$ cat src/rtl/synth_audio_pkg.sv
// rtl/synth_audio_pkg.sv - shared constants and sample conversion for the synth audio output path
package synth_audio_pkg;

  localparam int SAMPLE_W   = 11;
  localparam int SLOT_W     = 16;
  localparam int FRAME_BITS = 64;

  // Offset-binary sample to signed slot: flip the MSB, then left-justify in the slot
  function automatic logic [SLOT_W-1:0] to_slot(input logic [SAMPLE_W-1:0] s);
    return {~s[SAMPLE_W-1], s[SAMPLE_W-2:0], {(SLOT_W-SAMPLE_W){1'b0}}};
  endfunction

endpackage

$ cat src/rtl/bclk_gen.sv
// rtl/bclk_gen.sv - bit clock divider producing a registered bclk and its falling-edge strobe
module bclk_gen #(
  parameter int BCLK_DIV = 2
) (
  input  logic clk,
  input  logic rst_n,
  input  logic ena,
  output logic bclk,
  output logic fall_en
);

  localparam int DW = (BCLK_DIV > 1) ? $clog2(BCLK_DIV) : 1;

  logic [DW-1:0] divcnt;
  logic          tc;

  assign tc      = (divcnt == DW'(BCLK_DIV - 1));
  // Strobe marks the clk edge on which bclk goes 1->0; downstream serial state moves on it
  assign fall_en = ena && tc && bclk;

  // Half-period counter; bclk toggles at terminal count, ena low parks everything at reset state
  always_ff @(posedge clk or negedge rst_n) begin
    if (!rst_n) begin
      divcnt <= '0;
      bclk   <= 1'b0;
    end else if (!ena) begin
      divcnt <= '0;
      bclk   <= 1'b0;
    end else if (tc) begin
      divcnt <= '0;
      bclk   <= ~bclk;
    end else begin
      divcnt <= divcnt + 1'b1;
    end
  end

endmodule

$ cat src/rtl/i2s_tx.sv
// rtl/i2s_tx.sv - Philips I2S transmitter with one-deep sample holding register
module i2s_tx
  import synth_audio_pkg::*;
#(
  parameter int BCLK_DIV = 2,
  parameter int SAMPLE_W = synth_audio_pkg::SAMPLE_W
) (
  input  logic                clk,
  input  logic                rst_n,
  input  logic                ena,
  input  logic [SAMPLE_W-1:0] sample_l,
  input  logic [SAMPLE_W-1:0] sample_r,
  input  logic                sample_valid,
  output logic                sample_ready,
  output logic                underrun,
  output logic                bclk,
  output logic                lrclk,
  output logic                sdata
);

  localparam logic [SAMPLE_W-1:0] MIDSCALE = {1'b1, {(SAMPLE_W-1){1'b0}}};

  logic                  fall_en;
  logic [5:0]            bitcnt;
  logic [5:0]            bitcnt_next;
  logic [FRAME_BITS-1:0] shreg;
  logic                  load_edge;
  logic                  pend_full;
  logic [SAMPLE_W-1:0]   pend_l, pend_r;
  logic [SAMPLE_W-1:0]   last_l, last_r;
  logic [SAMPLE_W-1:0]   frame_l, frame_r;
  logic [FRAME_BITS-1:0] frame;

  bclk_gen #(.BCLK_DIV(BCLK_DIV)) u_bclk_gen (
    .clk     (clk),
    .rst_n   (rst_n),
    .ena     (ena),
    .bclk    (bclk),
    .fall_en (fall_en)
  );

  assign bitcnt_next  = bitcnt + 6'd1;
  // Loading at bitcnt 1 places each slot MSB one bclk after the lrclk transition
  assign load_edge    = fall_en && (bitcnt_next == 6'd1);
  assign sample_ready = !pend_full;
  assign sdata        = shreg[FRAME_BITS-1];

  // Pick the pair for the next frame: queued pair, else same-cycle bypass, else repeat last
  always_comb begin
    frame_l = last_l;
    frame_r = last_r;
    if (pend_full) begin
      frame_l = pend_l;
      frame_r = pend_r;
    end else if (sample_valid) begin
      frame_l = sample_l;
      frame_r = sample_r;
    end
  end

  assign frame = {to_slot(frame_l), {SLOT_W{1'b0}}, to_slot(frame_r), {SLOT_W{1'b0}}};

  // Bit counter, word select and frame shifter all advance on bclk falling edges only
  always_ff @(posedge clk or negedge rst_n) begin
    if (!rst_n) begin
      bitcnt <= '0;
      lrclk  <= 1'b0;
      shreg  <= '0;
    end else if (!ena) begin
      bitcnt <= '0;
      lrclk  <= 1'b0;
      shreg  <= '0;
    end else if (fall_en) begin
      bitcnt <= bitcnt_next;
      lrclk  <= bitcnt_next[5];
      if (bitcnt_next == 6'd1) shreg <= frame;
      else                     shreg <= {shreg[FRAME_BITS-2:0], 1'b0};
    end
  end

  // Holding register: capture when empty, drain at the frame load, flag frames with no new pair
  always_ff @(posedge clk or negedge rst_n) begin
    if (!rst_n) begin
      pend_full <= 1'b0;
      pend_l    <= MIDSCALE;
      pend_r    <= MIDSCALE;
      last_l    <= MIDSCALE;
      last_r    <= MIDSCALE;
      underrun  <= 1'b0;
    end else if (!ena) begin
      pend_full <= 1'b0;
      pend_l    <= MIDSCALE;
      pend_r    <= MIDSCALE;
      last_l    <= MIDSCALE;
      last_r    <= MIDSCALE;
      underrun  <= 1'b0;
    end else begin
      underrun <= load_edge && !pend_full && !sample_valid;
      if (load_edge) begin
        pend_full <= 1'b0;
        last_l    <= frame_l;
        last_r    <= frame_r;
      end else if (sample_valid && !pend_full) begin
        pend_full <= 1'b1;
        pend_l    <= sample_l;
        pend_r    <= sample_r;
      end
    end
  end

endmodule

$ cat config.mk
export PLATFORM = sky130hd
export DESIGN_NAME = i2s_tx
export DESIGN_NICKNAME = d
export VERILOG_FILES = /design/src/rtl/synth_audio_pkg.sv /design/src/rtl/bclk_gen.sv /design/src/rtl/i2s_tx.sv
export SDC_FILE = /design/constraint.sdc
export NUM_CORES = 1
export LEC_CHECK = 0
export BUFFER_PORTS_ARGS = -buffer_cell sky130_fd_sc_hd__buf_2
export CAP_MARGIN = 40
export CORE_MARGIN = 3
export CORE_UTILIZATION = 62
export CTS_BUF_LIST = sky130_fd_sc_hd__clkbuf_16
export DETAILED_ROUTE_END_ITERATION = 6
export MAX_ROUTING_LAYER = met4
export PLACE_DENSITY = 0.91
export SYNTH_ARGS = -nofsm -noshare
export SYNTH_HDL_FRONTEND = slang
export SYNTH_SLANG_ARGS = --single-unit
$ cat constraint.sdc
create_clock -name clk -period 2.3 [get_ports clk]
set_input_delay 0.115 -clock clk [delete_from_list [all_inputs] [get_ports clk]]
set_output_delay 0.115 -clock clk [all_outputs]
set_load 0.005 [all_outputs]
==> results of run 1 <==
-- cell type report --
cell class,count,share of cell area [%]
multi-input combinational,465,46.4
sequential,97,40.0
timing repair buffer,49,6.23
clock buffer,9,3.70
tap,108,2.22
clock inverter,7,1.15
inverter,5,0.308
-- routing by layer --
layer / global-route usage, % / vias to the layer above / share of wire (%) / routed length (um)
li1: - / 2328 / - / -
met1: 38.2 / 2501 / 41 / 5780
met2: 45.7 / 259 / 50 / 7020
met3: 5.17 / 27 / 7.1 / 995
met4: 9.82 / 0 / 1.8 / 255
met5: - / - / 0 / 0
-- flip-flops by register name, summed over array words and instances (netlist names) --
| name | count |
|---|---|
| last_r | 11 |
| pend_l | 11 |
| pend_full | 1 |
| bitcnt | 6 |
| u_bclk_gen.divcnt | 1 |
| u_bclk_gen.bclk | 1 |
| underrun | 1 |
| last_l | 11 |
| shreg | 43 |
| pend_r | 11 |
-- final timing paths --
path	start	slack (ns)	endpoint
max in group asynchronous	rst_n	1.25	last_r[10]
min	sample_l[10]	0.08	pend_l[10]
min reg2reg	u_bclk_gen.divcnt	0.50	u_bclk_gen.divcnt
max reg2reg	bitcnt[1]	0.16	pend_r[10]
max	bitcnt[1]	0.16	pend_r[10]
min in group asynchronous	rst_n	0.32	shreg[47]
-- synth_stat cells (2+ instances only) --
master and n:
nand2_1 108, dfrtp_1 93, o21ai_0 72, a31oi_1 61, clkbuf_1 52, o211ai_1 24
a21boi_1 21, mux2i_1 21, nand3_1 21, nor2_1 21, nor3_1 21, o311ai_1 20
a31o_2 19, buf_2 13, o21ai_1 9, and2_1 8, buf_6 8, buf_4 6
xnor2_1 6, inv_1 5, dfstp_2 4, o311ai_0 4, and3_1 2, buf_1 2
ha_1 2, nand2b_1 2, nand4_1 2, nor2b_1 2, nor4_1 2, o2111ai_1 2
-- worst max-delay path: cells and delay by family (launching register included) --
family                     cells  cell delay, ns
adders and majority gates      1            0.33
buffers and inverters          1            0.24
AOI/OAI and AO/OA              3            0.62
and+or+nand+nor                1            0.39
DFF                            1            0.45
-- through the flow --
stage                     util (%)  hold slack, ns
after floorplan                  -          -0.181
final                         69.1          0.0762
after global routing          69.1          0.0729
after detailed placement      65.6           0.164
after CTS                     69.1          0.0705
after global placement        65.6           0.153
-- power by group --
group	leakage, nW	internal, mW	total, mW	switching, mW
registers	1.32	1.77	1.82	0.0492
logic	1.04	0.175	0.523	0.347
clock network	0.141	0.842	1.52	0.679
-- timing repair --
item / in CTS / in global routing
endpoints found under the setup margin: 0 / 19
hold buffers: 1 / 0
resized for setup: 0 / 2
hold endpoints to repair: 41 / 0
-- cells by family after synthesis --
group	count (synthesis)	share of synthesized area, %
flops	97	43.0
fa+ha+maj	2	0.442
compound gates	240	28.7
mux	22	3.91
xor+xnor	8	1.37
buf+inv	86	7.45
simple gates	193	15.2
==> flow_summary.ini, run 1 <==
[sta]
skew_ns = 0.0140
setup_viol = 0
layout_setup_ws_ns = 0.164
finalMaxSlewViolations = 0
finalSetupTns_ns = 0
fin_crit_sh_pct = 92.9
period_minus_slack_ns = 2.14
timing.fmax_ghz = 0.468
hold_viol = 0
relSlewSlack_pct = 56.6
worst_pin_slew_ns = 0.651

[global_routing]
grt_max_degree = 128
grt_remaining_overflow = 0
antenna_found_initial = 0
grt_pass1_vias = 4823
grt.total_usage_pct = 29.1
grt_first_pass_wirelength_um = 23300

[critical_path]
cp-start-kind = register
endpoint_kind = register
cp.arrival_ns = 2.37
cp_cell_sequence = ha_1 -> nor4b_4 -> a41oi_4 -> buf_6 -> o311ai_0 -> o211ai_1
crit_type = register to register
cp_max_fo = 28
cp_data_required_time_ns = 2.54
crit_slowest_cell = dfrtp_1
slowest_delay_ns = 0.45
rr_worst_depth = 6

[cts]
cts_tree = yes
numCtsBuffers = 9
clock_latency_ns = 0.35
clkSlewWorstSetupHoldPaths_ns = 0.07
htreeDepth = 3
cts_root_buf = clkbuf_16
cts_buffer_depth = 2
cts_sinks = 97
post_cts_buffers = 0

[pwr]
total_power_mw = 3.87
ir_worst_vdd_v = 0.000564
p_leak_nw = 2.51
power_density_mw_per_mm2 = 635

[die]
die_x_um = 102
fp.dieH_um = 102
core-area_mm2 = 0.00881
rows = 34
dieArea_mm2 = 0.0103
initial_core_util_pct = 64.3
pin_count = 31

[synth]
avgSynthCellArea_um2 = 8.74
synth_enable_flop_cells = 0
syn-num-nets = 676
ys_types = 45
async_reset_ff_share_pct = 100
synth.area.top_cells = dfrtp_1 (41%), nand2_1 (7.2%), a31oi_1 (6.7%), o21ai_0 (6.4%), mux2i_1 (3.7%)
synth_top_cell_by_area = dfrtp_1
syn_inst = 648
syn_area_mm2 = 0.00566
seq_area_frac_synth_pct = 43.0
synth_ff_type = dfrtp_1
synth_top_area_share_pct = 41.1
synth_seq_cells = 97
synth_warnings = 0

[min_path]
min_path_cells = 3
worst_hold_path_type = input port to register

[route]
vias_per_cell = 6.91
vias = 5115
drtIter0Drc = 568
avgRoutedWirePerCell_um = 19.0
firstDrtPassIters = 6
ant_nets = 0
drt_drc_violations_left = 0
routed_wl_um = 14000

[placement]
dp_slack_ns = 0.120
hpwl_um = 8160
place_congestion = 0.813
dpl_cell_area_mm2 = 0.00578
placed_cells = 723
portBuffers = 30

[finish]
mostFrequentLayoutCells = nand2_1 (108), dfrtp_1 (93), o21ai_0 (72)
drive_gt1_share_pct = 15.2
multi_input_area_mm2 = 0.00283
syn_to_final_growth_pct = 7.49
register_area_mm2 = 0.00243
fin_nets = 655
fillerInstances = 665
final_area_mm2 = 0.00609
layout_commonest_cell = nand2_1
instances_no_fill = 740
antennaDiodeCount = 0

[job]
maxCapViolCount = 0

[outcome]
outcome = finished, final reports clean
Note: power is estimated with default switching activity, not from simulation.
==> inputs of run 2 (changes only) <==
--- a/config.mk
+++ b/config.mk
@@ -7,6 +7,7 @@
 export LEC_CHECK = 0
 export BUFFER_PORTS_ARGS = -buffer_cell sky130_fd_sc_hd__buf_2
 export CAP_MARGIN = 40
+export CORE_ASPECT_RATIO = 1.75
 export CORE_MARGIN = 3
 export CORE_UTILIZATION = 62
 export CTS_BUF_LIST = sky130_fd_sc_hd__clkbuf_16
==> flow_summary.ini, run 2 (synthesis results as in run 1) <==
[sta]
worst_pin_slew_ns = 0.680
setup_viol = 0
finalMaxSlewViolations = 0
skew_ns = 0.00733
fin_crit_sh_pct = 93.8
timing.fmax_ghz = 0.463
hold_viol = 0
rsz0062_at_grt = no
period_minus_slack_ns = 2.16
relSlewSlack_pct = 54.6
finalSetupTns_ns = 0

[critical_path]
cp.arrival_ns = 2.42
cp-start-kind = register
crit_end = shreg[51]
slowest_delay_ns = 0.44
cp_cell_sequence = inv_1 -> ha_1 -> nor4b_4 -> a41oi_4 -> buf_4 -> o211ai_1 -> a21boi_1
ff2ff_setup_slack_ns = 0.14
cp_data_required_time_ns = 2.56
cp_max_fo = 26
crit_type = register to register
crit_slowest_cell = dfrtp_1
endpoint_kind = register
cp-startpoint = bitcnt[0]
rr_worst_depth = 7
rr_startpoint = bitcnt[0]
reg2reg_to = shreg[51]

[route]
avgRoutedWirePerCell_um = 19.4
routed_wl_um = 14600
vias = 5246
ant_nets = 0
vias_per_cell = 6.97
drtIter0Drc = 630
firstDrtPassIters = 5
drt_drc_violations_left = 0

[die]
core-area_mm2 = 0.00878
die_x_um = 78.2
rows = 45
pin_count = 31
fp.dieH_um = 132
initial_core_util_pct = 64.5
dieArea_mm2 = 0.0104

[pwr]
power_density_mw_per_mm2 = 649
p_leak_nw = 2.54
ir_worst_vdd_v = 0.000602
total_power_mw = 4.00

[cts]
cts_buffer_depth = 2
clock_latency_ns = 0.34
cts_sinks = 97
numCtsBuffers = 9
cts_root_buf = clkbuf_16
clkSlewWorstSetupHoldPaths_ns = 0.07
cts_tree = yes
htreeDepth = 3

[finish]
largest_register_ffs = 43
syn_to_final_growth_pct = 8.86
largest_register = shreg
mostFrequentLayoutCells = nand2_1 (108), dfrtp_1 (93), o21ai_0 (72)
final_area_mm2 = 0.00616
antennaDiodeCount = 0
layout_commonest_cell = nand2_1
drive_gt1_share_pct = 16.0
post-route-util_pct = 70.2
fin_nets = 659

[min_path]
worst_hold_path_type = input port to register
worstHoldStart = sample_r[10]

[job]
maxCapViolCount = 0

[placement]
place_congestion = 0.852
portBuffers = 30
hpwl_um = 8830
dpl_cell_area_mm2 = 0.00582

[global_routing]
grt_pass1_vias = 5129
grt_max_degree = 72
grt_first_pass_wirelength_um = 24800
antenna_found_initial = 0
grt.total_usage_pct = 30.3
grt_remaining_overflow = 0

[outcome]
outcome = finished, final reports clean
==> run 2: cell count changes in the layout (fill, tap and decap cells not counted), sizes merged <==
cell,previous run,this run
buf,48,52
bufinv,1,2
clkinv,2,1
==> run 2: how the worst min path moves through the flow <==
stage | end | slack (ns) | cells after the start
after floorplan | bitcnt[0] | -0.18 | 0
after global placement | u_bclk_gen.bclk | 0.16 | 1
after detailed placement | u_bclk_gen.divcnt | 0.16 | 1
after CTS | pend_r[10] | 0.06 | 3
after global routing | pend_r[10] | 0.09 | 3
final | pend_r[10] | 0.08 | 3
==> run 2: worst max-delay path: cells and delay by family, from the launching register on <==
family / cells / cell delay [ns]
AO/OA/AOI/OAI: 3 / 0.74
buffers and inverters: 2 / 0.47
flip-flops: 1 / 0.44
adder cells (fa/ha/maj): 1 / 0.26
AND/OR/NAND/NOR: 1 / 0.16
==> run 2: metal layers <==
metal	share of wire (%)	wire length, um	up-vias	global-route usage, %
li1	-	-	2332	-
met1	37	5410	2557	36.6
met2	52	7640	310	50.0
met3	7.1	1030	47	4.29
met4	3.5	506	0	13.6
met5	0	0	-	-
==> run 2: layout make-up <==
cell class / instances / area, um^2
clock buffer: 9 / 225
clock inverter: 7 / 101
fill: 659 / 2620
inverter: 5 / 18.8
multi-input combinational: 465 / 2840
sequential: 97 / 2430
tap: 117 / 146
timing repair buffer: 53 / 405
==> run 2: power breakdown <==
| part | internal [mW] | switching [mW] | total (mW) |
|---|---|---|---|
| sequential | 1.77 | 0.0494 | 1.82 |
| clock | 0.963 | 0.681 | 1.64 |
| combinational | 0.180 | 0.357 | 0.537 |
| total | 2.92 | 1.09 | 4.00 |
==> run 2: what timing repair did <==
action / 4_1_cts / 5_1_grt
endpoints found under the setup margin: 0 / 2
hold buffers: 1 / 0
resized for setup: 0 / 2
endpoints found under the hold margin: 38 / 0
setup buffers: 0 / 0
==> run 2: per-stage QoR <==
step / hold WS (ns) / setup slack [ns] / std cells
6_report: 0.0796 / 0.142 / 753
5_1_grt: 0.0889 / 0.0376 / 753
4_1_cts: 0.0630 / 0.149 / 753
3_5_place_dp: 0.155 / 0.191 / 736
3_3_place_gp: 0.156 / 0.263 / 736
2_1_floorplan: -0.181 / 0.443 / 648
